### config.mk
export PLATFORM = sky130hd
export DESIGN_NAME = sd_spi_engine
export DESIGN_NICKNAME = d
export VERILOG_FILES = /design/src/rtl/sd_spi_engine.sv
export SDC_FILE = /design/constraint.sdc
export NUM_CORES = 1
export LEC_CHECK = 0
export CAP_MARGIN = 10
export CORE_ASPECT_RATIO = 1.5
export CORE_MARGIN = 2
export CORE_UTILIZATION = 45
export CTS_CLUSTER_DIAMETER = 60
export DETAILED_ROUTE_END_ITERATION = 16
export PLACE_DENSITY = 0.75
export SYNTH_ARGS = -nofsm -noshare
export SYNTH_HDL_FRONTEND = slang
export SYNTH_SLANG_ARGS = --single-unit
### constraint.sdc
create_clock -name clk -period 1.97 [get_ports clk]
set_clock_uncertainty 0.15 [all_clocks]
set_input_delay 0.2955 -clock clk [delete_from_list [all_inputs] [get_ports clk]]
set_output_delay 0.2955 -clock clk [all_outputs]
set_load 0.005 [all_outputs]
### src/rtl/sd_spi_engine.sv
`timescale 1ns/1ps
// sd_spi_engine: byte-level SPI master (mode 0) for the SD card pins; runs one
// primitive per request: power-up clocking, chip-select control or an 8-bit transfer.
module sd_spi_engine #(
    parameter int SLOW_DIV   = 63,
    parameter int FAST_DIV   = 1,
    parameter int INIT_BYTES = 10
) (
    input  logic       clk,
    input  logic       reset,
    input  logic       clear_i,
    input  logic [2:0] spi_op_i,
    input  logic       spi_fast_i,
    input  logic [7:0] spi_txd_i,
    output logic [7:0] spi_rxd_o,
    output logic       spi_busy_o,
    output logic       spi_done_o,
    input  logic       sd_miso_i,
    output logic       sd_mosi_o,
    output logic       sd_sclk_o,
    output logic       sd_cs_o
);
    localparam int DM = SLOW_DIV > FAST_DIV ? SLOW_DIV : FAST_DIV;
    localparam int DW = $clog2(DM + 2);
    localparam int BW = $clog2(INIT_BYTES + 1);
    localparam logic [BW-1:0] LAST_BYTE = BW'(INIT_BYTES - 1);
    localparam logic [2:0] OP_INIT = 3'b001;
    localparam logic [2:0] OP_CSL  = 3'b010;
    localparam logic [2:0] OP_CSH  = 3'b011;
    localparam logic [2:0] OP_XFER = 3'b100;

    typedef enum logic [2:0] {IDLE, CSOP, LOW, HIGH, NEXT, DONE} state_t;

    state_t        state_q, state_d;
    logic [7:0]    sr_q, sr_d, rx_q, rx_d, rxd_q, rxd_d;
    logic [DW-1:0] div_q, div_d, dsel_q, dsel_d, dnew;
    logic [2:0]    bit_q, bit_d;
    logic [BW-1:0] byte_q, byte_d;
    logic          sclk_q, sclk_d, cs_q, cs_d, init_q, init_d;

    assign dnew = spi_fast_i ? DW'(FAST_DIV) : DW'(SLOW_DIV);

    always_comb begin
        state_d = state_q;
        sr_d    = sr_q;
        rx_d    = rx_q;
        rxd_d   = rxd_q;
        div_d   = div_q;
        dsel_d  = dsel_q;
        bit_d   = bit_q;
        byte_d  = byte_q;
        sclk_d  = sclk_q;
        cs_d    = cs_q;
        init_d  = init_q;
        unique case (state_q)
            IDLE: begin
                if (spi_op_i == OP_CSL || spi_op_i == OP_CSH) begin
                    cs_d    = spi_op_i == OP_CSH;
                    state_d = CSOP;
                end else if (spi_op_i == OP_INIT || spi_op_i == OP_XFER) begin
                    init_d  = spi_op_i == OP_INIT;
                    cs_d    = spi_op_i == OP_INIT ? 1'b1 : cs_q;
                    sr_d    = spi_op_i == OP_INIT ? 8'hFF : spi_txd_i;
                    div_d   = dnew;
                    dsel_d  = dnew;
                    bit_d   = '0;
                    byte_d  = '0;
                    state_d = LOW;
                end
            end
            CSOP: state_d = DONE;
            LOW, NEXT: begin
                // NEXT is the first low phase of a follow-on INIT byte, so SCLK keeps its period
                sr_d = state_q == NEXT ? 8'hFF : sr_q;
                if (div_q == '0) begin
                    sclk_d  = 1'b1;
                    rx_d    = {rx_q[6:0], sd_miso_i};
                    div_d   = dsel_q;
                    state_d = HIGH;
                end else begin
                    div_d   = div_q - 1'b1;
                    state_d = LOW;
                end
            end
            HIGH: begin
                if (div_q == '0) begin
                    sclk_d = 1'b0;
                    div_d  = dsel_q;
                    bit_d  = bit_q + 3'd1;
                    if (bit_q != 3'd7) begin
                        sr_d    = {sr_q[6:0], 1'b1};
                        state_d = LOW;
                    end else if (init_q && byte_q != LAST_BYTE) begin
                        byte_d  = byte_q + 1'b1;
                        state_d = NEXT;
                    end else begin
                        sr_d    = 8'hFF;
                        rxd_d   = init_q ? rxd_q : rx_q;
                        state_d = DONE;
                    end
                end else begin
                    div_d = div_q - 1'b1;
                end
            end
            DONE: state_d = IDLE;
            default: state_d = IDLE;
        endcase
    end

    always_ff @(posedge clk) begin
        if (!reset || clear_i) begin
            state_q <= IDLE;
            sr_q    <= 8'hFF;
            rx_q    <= '0;
            rxd_q   <= '0;
            div_q   <= '0;
            dsel_q  <= '0;
            bit_q   <= '0;
            byte_q  <= '0;
            sclk_q  <= 1'b0;
            cs_q    <= 1'b1;
            init_q  <= 1'b0;
        end else begin
            state_q <= state_d;
            sr_q    <= sr_d;
            rx_q    <= rx_d;
            rxd_q   <= rxd_d;
            div_q   <= div_d;
            dsel_q  <= dsel_d;
            bit_q   <= bit_d;
            byte_q  <= byte_d;
            sclk_q  <= sclk_d;
            cs_q    <= cs_d;
            init_q  <= init_d;
        end
    end

    assign spi_rxd_o  = rxd_q;
    assign spi_busy_o = state_q != IDLE && state_q != DONE;
    assign spi_done_o = state_q == DONE;
    assign sd_mosi_o  = sr_q[7];
    assign sd_sclk_o  = sclk_q;
    assign sd_cs_o    = cs_q;
endmodule

# After elaboration in Yosys (flattened, before gate mapping)
# Index checks and enable logic that the tools add are counted.
# totals
word_cells	102
register_bits	51
# op_classes
bitwise_logic	4
reduce_logical	27
mux	36
eq_ne	21
n_addsub	3
# op_table
operator	count
$mux 8	7
$pmux 8 s3	1
$mux 3	7
$mux 7	3
$mux 4	5
$ne 2x2->1 const B	7
$pmux 7 s2	1
$eq 3x2->1 const B	4
$ne 3x3->1 const B	4
$pmux 3 s4	1
$reduce_and 3->1	4
$reduce_and 6->1	2
$reduce_bool 2->1	5
$eq 3x3->1 const B	3
$pmux 4 s2	1
$logic_not 7->1	1
$mux 1	7
$sub 7x1->7 const B	1
$eq 3x1->1 const B	2
$mux 6	1
$pmux 3 s2	1
$reduce_bool 3->1	2
$reduce_and 5->1	1
$add 4x1->4 const B	1
other kinds (12)	19

# Logic depth before layout (Yosys ltp)
# depth
ltp_word	6
mapped_depth	9
ltp_nobuf	7

# Worst setup path before layout
# OpenSTA, ideal clock, no wires.
# synth_path
path_type	flip-flop to flip-flop
start	register div_q[0]
end	register rxd_q[0], in the netlist spi_rxd_o[0]
setup_ns	0.128
n_path_buf	1
arrival_time_ns	1.624
path_slack_ns	0.069
required_ns	1.692
stages_incl_launch_ff	9
cell_sequence	dfxtp_1 -> inv_1 -> ha_1 -> nor2b_1 -> and3_1 -> clkbuf_1 -> nand3_2 -> mux2i_1 -> nor2_1
# synth_between
elab_chain_len	2
# synth_rtl
element	line_no	source
start, declared	36	logic [DW-1:0] div_q, div_d, dsel_q, dsel_d, dnew;
start signal, assigned	128	div_q <= div_d;
$logic_not 7->1	86	if (div_q == '0) begin
$reduce_and 5->1 (no source line)	n/a	
end signal, assigned	127	rxd_q <= rxd_d;
end, declared	35	logic [7:0] sr_q, sr_d, rx_q, rx_d, rxd_q, rxd_d;
# Every way passes these cells.
# A chain may end at the register's enable or synchronous reset.

# Final worst setup path
# layout_path
start	register state_q[2]
end	output spi_busy_o
# layout_between
elab_chain_len	2
# layout_rtl
element	line_no	source
start, declared	34	state_t state_q, state_d;
start signal, assigned	124	state_q <= state_d;
$ne 3x3->1 or $reduce_bool 3->1 (tied branches)	139	assign spi_busy_o = state_q != IDLE && state_q != DONE;
$logic_and 1x1->1 *	139	
end, declared	16	output logic spi_busy_o,
# Every way passes the cells marked *; elsewhere a longest branch is shown, timed or not.

==> impl_results.md <==
- Worst slew margin: 69.3%
- Leak pwr: 1.20 nW
- Routed length per instance: 13.3 um
- Status: finished clean
- Clock Sinks: 46
- Final min period: 1.93 ns
- Vias in the first global route: 1961
- Hold_buf cts: 0
- Ys flop type: dfxtp_1
- Final period utilization: 97.8%
- Hold Slack: 0.313 ns
- Endpoints failing hold: 0
- Via-per-instance ratio: 5.47
- Root buffer cell: clkbuf_8
- Share of cells above drive strength 1: 18.0%
- Worst VDD drop: 437 uV
- Placed cells: 379
- Yosys top cell by area: dfxtp_1
- Final wirelength: 5150 um
- Max incr delay on CP: 0.44 ns
- Worst path slowest cell: clkdlybuf4s50_1
- Setup violators final: 0
- Num CTS Buffers: 5
- Synth Area in Compound Gates: 20.0%
- Post-synthesis cell type count: 53
- Worst EP required: 1.52 ns
- Worst-Skew Late Latency: 0.31 ns
- Die Span Y: 90.6 um
- Iteration count of the initial detailed-routing pass: 4
- FF/Latch Area: 932 um2
- Max Root-Sink Buffers: 2
- Footprint of the multi-input gates: 1260 um2
- Io pins: 29
- Asr flop ratio synth: 0%
- Fin util: 62.2%
- Global Route Usage Sum: 20.2%
- Power density over cell area: 665 nW/um2
- Syn Inst Count: 264
- First DRT Iteration DRCs: 81
- Largest net degree at the start of global routing: 17
- Synth warnings: 0
- WP data arrival: 1.48 ns
- Die W: 61.7 um
- Layout Nets: 343
- DRC Markers: 0
- Layout area overhead: 32.9%
- Site Rows: 31
- N_diodes: 0
- Leading post-synthesis cells by cell area: dfxtp_1 41%, nand2_1 5.2%, nor2_1 5.0%
- Cell Area, Placed: 2850 um2
- Commonest non-fill, non-tap cell in the layout: dfxtp_1
- Sequential share of the synthesized area: 40.9%
- Initial Util: 46.8%
- Crit path max fanout: 10
- Least-Margin Pin Slew: 0.458 ns
- Initial antenna violation count: 0
- Max Clk Rate: 519 MHz
- Total core area: 4810 um2
- Crit path capture type: primary output
- Most used cell, CP: nor2_1
- Min-delay worst type: reg2reg
- Global route total overflow: 0
- First-pass GRT wire length: 8730 um
- H-tree depth: 2
- Top-area cell type share of the netlist area: 40.9%
- Final Wtd Congestion: 0.895
- Critical Path Start Type: flip-flop
- MaxCap Viol Count: 0
- Syn Area/Cell: 8.53 um2
- Post-synthesis simple-gate area fraction: 25.4%
- Number of synthesized flops with an enable pin: 0
- Critical Path, Cell by Cell: nand2_1 -> nor2_1 -> nor2_1 -> clkdlybuf4s50_1
- Post-route cell area: 2990 um2
- Xor-xnor portion of the synthesized cell area: 2.33%
- Clk slew on worst S/H paths: 0.09 ns
- DRT antenna net count: 0
- Crit path kind: reg2out
- Mapped Area: 2250 um2
- #FFs+latches synth: 46
- Non-Filler Instances: 388
- TritonCTS clock tree: done
- DP Wirelength: 3830 um
- Combinational family with the most area after synthesis: simple AND/OR/NAND/NOR gates
- Fill count: 433
- Routed vias: 2122
- Mux contribution to synthesized area: 4.06%
- Final slew viol count: 0
- Die area: 5600 um2
- Post-synthesis adder-cell area fraction: 3.34%
- Buffers added on ports: 28
- Syn_nets: 286
- Commonest cells after routing, fill and taps aside: 43 x dfxtp_1, 33 x buf_4, 31 x nand2_1, 29 x nor2_1, 27 x clkdlybuf4s50_1
## per-stage QoR
stage | worst slack [ns] | power [mW] | TNS [ns]
floorplan | 0.0688 | 1.21 | 0
global placement | -0.0761 | 1.38 | -0.0992
detailed placement | -0.113 | 1.39 | -0.233
CTS | 0.0156 | 1.99 | 0
global route | -0.0191 | 2.09 | -0.0191
finish | 0.0437 | 1.99 | 0
## synth_stat cells, drive strengths merged (4+ instances only)
library cell and number:
o21ai 11, nor2 30, a31oi 8, and3 4, nand3 6, inv 4
ha 6, nand2b 9, o22ai 7, mux2i 8, a221oi 4, dfxtp 46
buf 7, clkbuf 8, nor3 11, nand2 31, a21oi 20, nor4 4
## path summary, 6_finish.rpt
kind                    from         end  slack [ns]  cells past startpoint
setup / recovery  state_q[2]  spi_busy_o        0.04                      4
hold reg to reg      rx_q[7]     rx_q[7]        0.31                      2
hold / removal       rx_q[7]     rx_q[7]        0.31                      2
setup reg to reg  state_q[0]   byte_q[0]        0.11                      6
## per-layer routing
layer / vias up / global-route usage (%) / wire length (um)
li1: 1064 / - / -
met1: 979 / 24.4 / 2150
met2: 68 / 33.7 / 2680
met3: 11 / 3.44 / 202
met4: 0 / 8.69 / 116
met5: - / 0 / 0
## sequential cells by signal, indices dropped and copies added, names as in the netlist, 2 cells and up
name and flops:
rx_q 8, spi_rxd_o 8, sr_q 8, div_q 7, byte_q 4, bit_q 3, state_q 3, dsel_q 2
## cell type report
cell class | instances | area share, %
Timing Repair Buffer | 65 | 20.4
Sequential cell | 46 | 31.2
Clock buffer | 5 | 2.30
Inverter | 4 | 0.502
Clock inverter | 3 | 0.836
Multi-Input combinational cell | 199 | 42.0
Tap cell | 66 | 2.76
## power by group
part / switching, mW / internal [mW]
registers: 0.0207 / 0.946
logic: 0.204 / 0.210
clock network: 0.353 / 0.256
## kinds of logic after synthesis
logic type	count (synthesis)
xor+xnor	6
flops	46
compound gates	67
mux	9
buf+inv	19
fa+ha+maj	6
simple gates	111
## timing repair
| item | in CTS | in global routing |
|---|---|---|
| gates resized for setup | 5 | 7 |
| setup buffers | 0 | 1 |
| setup endpoints to repair | 2 | 12 |
## worst max-delay path: cells and delay by family, from the launching register on
family | cells | cell delay, ns
flip-flops | 1 | 0.43
AND/OR/NAND/NOR | 3 | 0.31
buffers and inverters | 1 | 0.44
Note: power is estimated with default switching activity, not from simulation.
